$ cat config.mk
export PLATFORM = sky130hd
export DESIGN_NAME = hazard_seq_ctrl
export DESIGN_NICKNAME = d
export VERILOG_FILES = /design/src/rtl/hazard_seq_ctrl.sv
export SDC_FILE = /design/constraint.sdc
export NUM_CORES = 1
export LEC_CHECK = 0
export ABC_AREA = 1
export BUFFER_PORTS_ARGS = -buffer_cell sky130_fd_sc_hd__clkbuf_2
export CAP_MARGIN = 25
export CORE_MARGIN = 3
export CORE_UTILIZATION = 45
export DETAILED_ROUTE_END_ITERATION = 10
export GPL_TIMING_DRIVEN = 0
export PLACE_DENSITY_LB_ADDON = 0.1
export SLEW_MARGIN = 5
export SYNTH_ARGS = -nofsm -noshare
export SYNTH_HDL_FRONTEND = slang
export SYNTH_SLANG_ARGS = --single-unit
$ cat constraint.sdc
create_clock -name clk -period 4.3 [get_ports clk]
set_clock_uncertainty 0.2 [all_clocks]
set_input_delay 0.86 -clock clk [delete_from_list [all_inputs] [get_ports clk]]
set_output_delay 0.86 -clock clk [all_outputs]
set_load 0.02 [all_outputs]
$ cat src/rtl/hazard_seq_ctrl.sv
// Pipeline hazard unit: operand forwarding, load-use stall, branch flush and a
// multicycle-op sequencer. Define HAZARD_PERF_EN to add stall/flush counters.
module hazard_seq_ctrl #(
  parameter int MC_TIMEOUT = 64
) (
  input  logic        clk,
  input  logic        rst,
  input  logic [4:0]  Rs1_D,
  input  logic [4:0]  Rs2_D,
  input  logic [4:0]  Rs1_E,
  input  logic [4:0]  Rs2_E,
  input  logic [4:0]  RD_E,
  input  logic [4:0]  RD_M,
  input  logic [4:0]  RD_W,
  input  logic        RegWriteM,
  input  logic        RegWriteW,
  input  logic        ResultSrcE,
  input  logic        PCSrcE,
  input  logic        mc_req_E,
  input  logic        mc_done,
  output logic [1:0]  ForwardA_E,
  output logic [1:0]  ForwardB_E,
  output logic        StallF,
  output logic        StallD,
  output logic        StallE,
  output logic        FlushD,
  output logic        FlushE,
  output logic        BubbleM,
  output logic        mc_start,
  output logic        mc_error,
`ifdef HAZARD_PERF_EN
  output logic [31:0] stall_cycles,
  output logic [31:0] flush_count,
`endif
  output logic [1:0]  fsm_state_o
);

  typedef enum logic [1:0] {
    S_IDLE = 2'd0,
    S_WAIT = 2'd1,
    S_DONE = 2'd2,
    S_ERR  = 2'd3
  } state_t;

  localparam logic [7:0] CNT_LAST = 8'(MC_TIMEOUT - 1);

  state_t     state_q, state_d;
  logic [7:0] cnt_q, cnt_d;
  logic       load_use;

  // M stage has the newer value, so it wins over W.
  always_comb begin
    ForwardA_E = 2'b00;
    if (RegWriteM && (RD_M != 5'd0) && (RD_M == Rs1_E))      ForwardA_E = 2'b10;
    else if (RegWriteW && (RD_W != 5'd0) && (RD_W == Rs1_E)) ForwardA_E = 2'b01;
    ForwardB_E = 2'b00;
    if (RegWriteM && (RD_M != 5'd0) && (RD_M == Rs2_E))      ForwardB_E = 2'b10;
    else if (RegWriteW && (RD_W != 5'd0) && (RD_W == Rs2_E)) ForwardB_E = 2'b01;
  end

  assign load_use = ResultSrcE && (RD_E != 5'd0) && ((RD_E == Rs1_D) || (RD_E == Rs2_D));

  always_ff @(posedge clk or negedge rst) begin
    if (!rst) begin
      state_q <= S_IDLE;
      cnt_q   <= 8'd0;
    end else begin
      state_q <= state_d;
      cnt_q   <= cnt_d;
    end
  end

  // Multicycle handshake: mc_start pulses once per accepted mc_req_E (only in
  // IDLE, never alongside a taken branch); mc_done is consumed only in WAIT.
  always_comb begin
    state_d  = state_q;
    cnt_d    = cnt_q;
    StallF   = 1'b0;
    StallD   = 1'b0;
    StallE   = 1'b0;
    FlushD   = 1'b0;
    FlushE   = 1'b0;
    BubbleM  = 1'b0;
    mc_start = 1'b0;
    mc_error = 1'b0;
    case (state_q)
      S_IDLE: begin
        if (mc_req_E && !PCSrcE) begin
          mc_start = rst;
          StallF   = 1'b1;
          StallD   = 1'b1;
          StallE   = 1'b1;
          BubbleM  = 1'b1;
          cnt_d    = 8'd0;
          state_d  = S_WAIT;
        end else if (PCSrcE) begin
          FlushD = 1'b1;
          FlushE = 1'b1;
        end else if (load_use) begin
          StallF = 1'b1;
          StallD = 1'b1;
          FlushE = 1'b1;
        end
      end
      S_WAIT: begin
        StallF  = 1'b1;
        StallD  = 1'b1;
        StallE  = 1'b1;
        BubbleM = 1'b1;
        cnt_d   = cnt_q + 8'd1;
        if (mc_done)                state_d = S_DONE;
        else if (cnt_q == CNT_LAST) state_d = S_ERR;
      end
      S_DONE: begin
        state_d = S_IDLE;
      end
      S_ERR: begin
        StallF   = 1'b1;
        StallD   = 1'b1;
        StallE   = 1'b1;
        BubbleM  = 1'b1;
        mc_error = 1'b1;
      end
      default: state_d = S_IDLE;
    endcase
  end

  assign fsm_state_o = state_q;

`ifdef HAZARD_PERF_EN
  logic [31:0] stall_cycles_q, flush_count_q;

  always_ff @(posedge clk or negedge rst) begin
    if (!rst) begin
      stall_cycles_q <= 32'd0;
      flush_count_q  <= 32'd0;
    end else begin
      if (StallF) stall_cycles_q <= stall_cycles_q + 32'd1;
      if (FlushE) flush_count_q  <= flush_count_q + 32'd1;
    end
  end

  assign stall_cycles = stall_cycles_q;
  assign flush_count  = flush_count_q;
`endif

endmodule

==> reports/metrics.yaml <==
cts:
  clkLatencyLatePin_ns: 0.27
  hold_buffers: 0
  clock-sinks: 10
  cts_buffers: 3
  cts_root_buf: "clkbuf_4"
  clk_pin_slew_ns: 0.07
  post_cts_buffers: 0
  ctsResizeCount: 0
  cts_tree: "built"
  htreeDepth: 1
  cts_buffer_depth: 2
placed_design:
  dp.cells: 244
  dp_slack_ns: 1.34
  place.gp.congestion: 0.756
  io_buffers: 56
  dp_hpwl_um: 2330
drt:
  ant_nets: 0
  drt_first_pass_iters: 4
  wirelength_um: 2740
  drt_iter0_markers: 15
  drc_errors: 0
  vias_per_cell: 4.82
  num_vias: 1196
  wire_per_inst_um: 11.0
yosys:
  synth_commonest_cells: "nand2_1, inv_1, xnor2_1"
  synth_area_um2: 1070
  netlist_instances: 160
  synth.area.top_cells: "dfrtp_1, xnor2_1, nand2_1"
  synth_seq_cells: 10
  synth_top_area_share_pct: 23.3
  post-synth-top-count-cell: "nand2_1"
  ys.flop_type: "dfrtp_1"
  syn-num-nets: 204
  yosysSeqAreaShare_pct: 23.3
  yosys_warnings: 0
  synth_cell_types: 26
  postSynthAreaPerCell_um2: 6.71
  synth_edf_count: 0
  yosys.area.top_type: "dfrtp_1"
  ys_async_sr_fraction_pct: 100
outcome:
  outcome: "complete, no violations"
power:
  p_sw_share_pct: 28.3
  p_int_mw: 0.179
  powerDensity_nw_per_um2: 175
  switching_power_mw: 0.0705
  leakage_nw: 0.803
  power.share.clock_pct: 34.6
  irDropWorstVdd_uv: 206
  seqPwrFrac_pct: 37.7
  comb_power_share_pct: 27.7
global_route:
  grt_pass1_wl_um: 4090
  grt_max_degree: 12
  grt_antenna_before_repair: 0
  grt_pass1_vias: 1069
  overflow: 0
  track_usage_pct: 18.7
setup_path:
  reg2reg_from: "cnt_q[0]"
  r2r-end: "cnt_q[6]"
  critPathKind: "in -> out"
  crit_fanout: 4
  start_kind: "primary input"
  r2r_setup_slack_ns: 2.77
  cp-end-kind: "output port"
  required_ns: 3.24
  crit_arrival_ns: 1.89
  reg2reg_depth: 5
finish:
  drive_gt1_share_pct: 33.2
  nets: 265
  num_antenna_cells: 0
  final_cells: 248
  n_fill_cell: 201
  area_delta_synth_final_pct: 32.8
sta:
  finalCritPeriodShare_pct: 68.7
  min_period_ns: 2.95
  finalSetupTns_ns: 0
  slew_violations: 0
  setup_viol: 0
  relSlewSlack_pct: 79.2
  fmax_mhz: 339
  layout_setup_ws_ns: 1.35
  rsz0062_at_grt: "no"
  worstMarginPinSlew_ns: 0.312
  hold_viol: 0
die:
  chipHeight_um: 54.8
  die-width_um: 54.8
  initial_core_util_pct: 48.1
  dieArea_um2: 3010
  rows: 17
  io_pins: 57
  core_um2: 2230
min_path:
  hold_class: "in -> async"
run:
  max-cap-violations: 0
worst max-delay path, cell delays in order:
cell	delay [ns]
clkbuf_2	0.12
inv_1	0.06
nand2_1	0.06
nand2_1	0.06
nor2_1	0.10
nand3_1	0.08
nand2_1	0.06
nand2_1	0.07
o21ai_1	0.16
buf_4	0.13
clkbuf_2	0.15
cell families after synthesis:
| kind of cell | count (synthesis) | share of synthesized area [%] |
|---|---|---|
| AOI/OAI and AO/OA | 19 | 9.56 |
| and+or+nand+nor | 74 | 34.0 |
| DFF | 10 | 23.3 |
| xor gates and xnor gates | 25 | 20.4 |
| buffers and inverters | 31 | 11.5 |
| adders and majority gates | 1 | 1.17 |
stage by stage:
stage	utilization (%)	hold slack (ns)	instance area (µm²)	power, mW
final	63.8	0.246	1430	0.249
after global routing	63.8	0.255	1430	0.266
after CTS	63.8	0.244	1430	0.253
after detailed placement	62.2	0.312	1390	0.165
after global placement	62.2	0.306	1390	0.163
after floorplan	-	0.290	1070	0.130
per-layer routing:
layer	wire (µm)	up-vias	share of wire, %	track usage, %
met5	0	-	0	0
li1	-	622	-	-
met1	1070	522	39	19.2
met2	1410	46	52	36.8
met3	217	6	7.9	4.36
met4	40	0	1.5	4.98
state kept, by name, summed over array words and instances (netlist names):
signal,flops
cnt_q,8
fsm_state_o,2
cell usage in the layout (no fill, tap or decap), types with 2 or more instances in the layout:
cell | Yosys | routed
nor2_1 | 15 | 15
clkbuf_2 | 0 | 56
buf_4 | 2 | 2
nand2_1 | 35 | 35
xor2_1 | 8 | 8
o22ai_1 | 2 | 2
nand3_1 | 6 | 6
nor3_1 | 4 | 4
clkbuf_4 | 0 | 3
a21oi_1 | 4 | 4
inv_1 | 27 | 27
o21ai_1 | 4 | 4
nand4_1 | 5 | 5
o21ai_0 | 7 | 7
dfrtp_1 | 10 | 10
nand2_4 | 2 | 2
inv_2 | 2 | 2
xnor2_1 | 17 | 17
final cells by class:
class	count	area [µm²]	share of cell area, %
plain buffers	2	15.0	1.05
clock buffers	4	36.3	2.55
repair buffers	56	280	19.7
flip-flops and latches	10	250	17.6
inverters	29	109	7.64
well taps	28	35.0	2.46
multi-input cells	119	699	49.1
worst max path at each step:
| stage | startpoint | slack, ns | end | depth (start not counted) |
|---|---|---|---|---|
| after floorplan | RD_M[0] | 1.38 | ForwardB_E[0] | 4 |
| after global placement | RD_E[0] | 1.37 | StallF | 11 |
| after detailed placement | RD_E[1] | 1.34 | StallF | 11 |
| after CTS | RD_E[1] | 1.34 | StallF | 11 |
| after global routing | RD_E[1] | 1.23 | StallF | 11 |
| final | RD_E[4] | 1.35 | StallF | 11 |
power by group through the flow:
stage	Sequential (mW)	Combinational (mW)	Clock [mW]
3_3_place_gp	0.0958	0.0669	0
5_1_grt	0.0939	0.0773	0.0943
2_1_floorplan	0.0958	0.0337	0
6_report	0.0940	0.0691	0.0862
4_1_cts	0.0940	0.0698	0.0895
3_5_place_dp	0.0958	0.0692	0
Note: power is estimated with default switching activity, not from simulation.
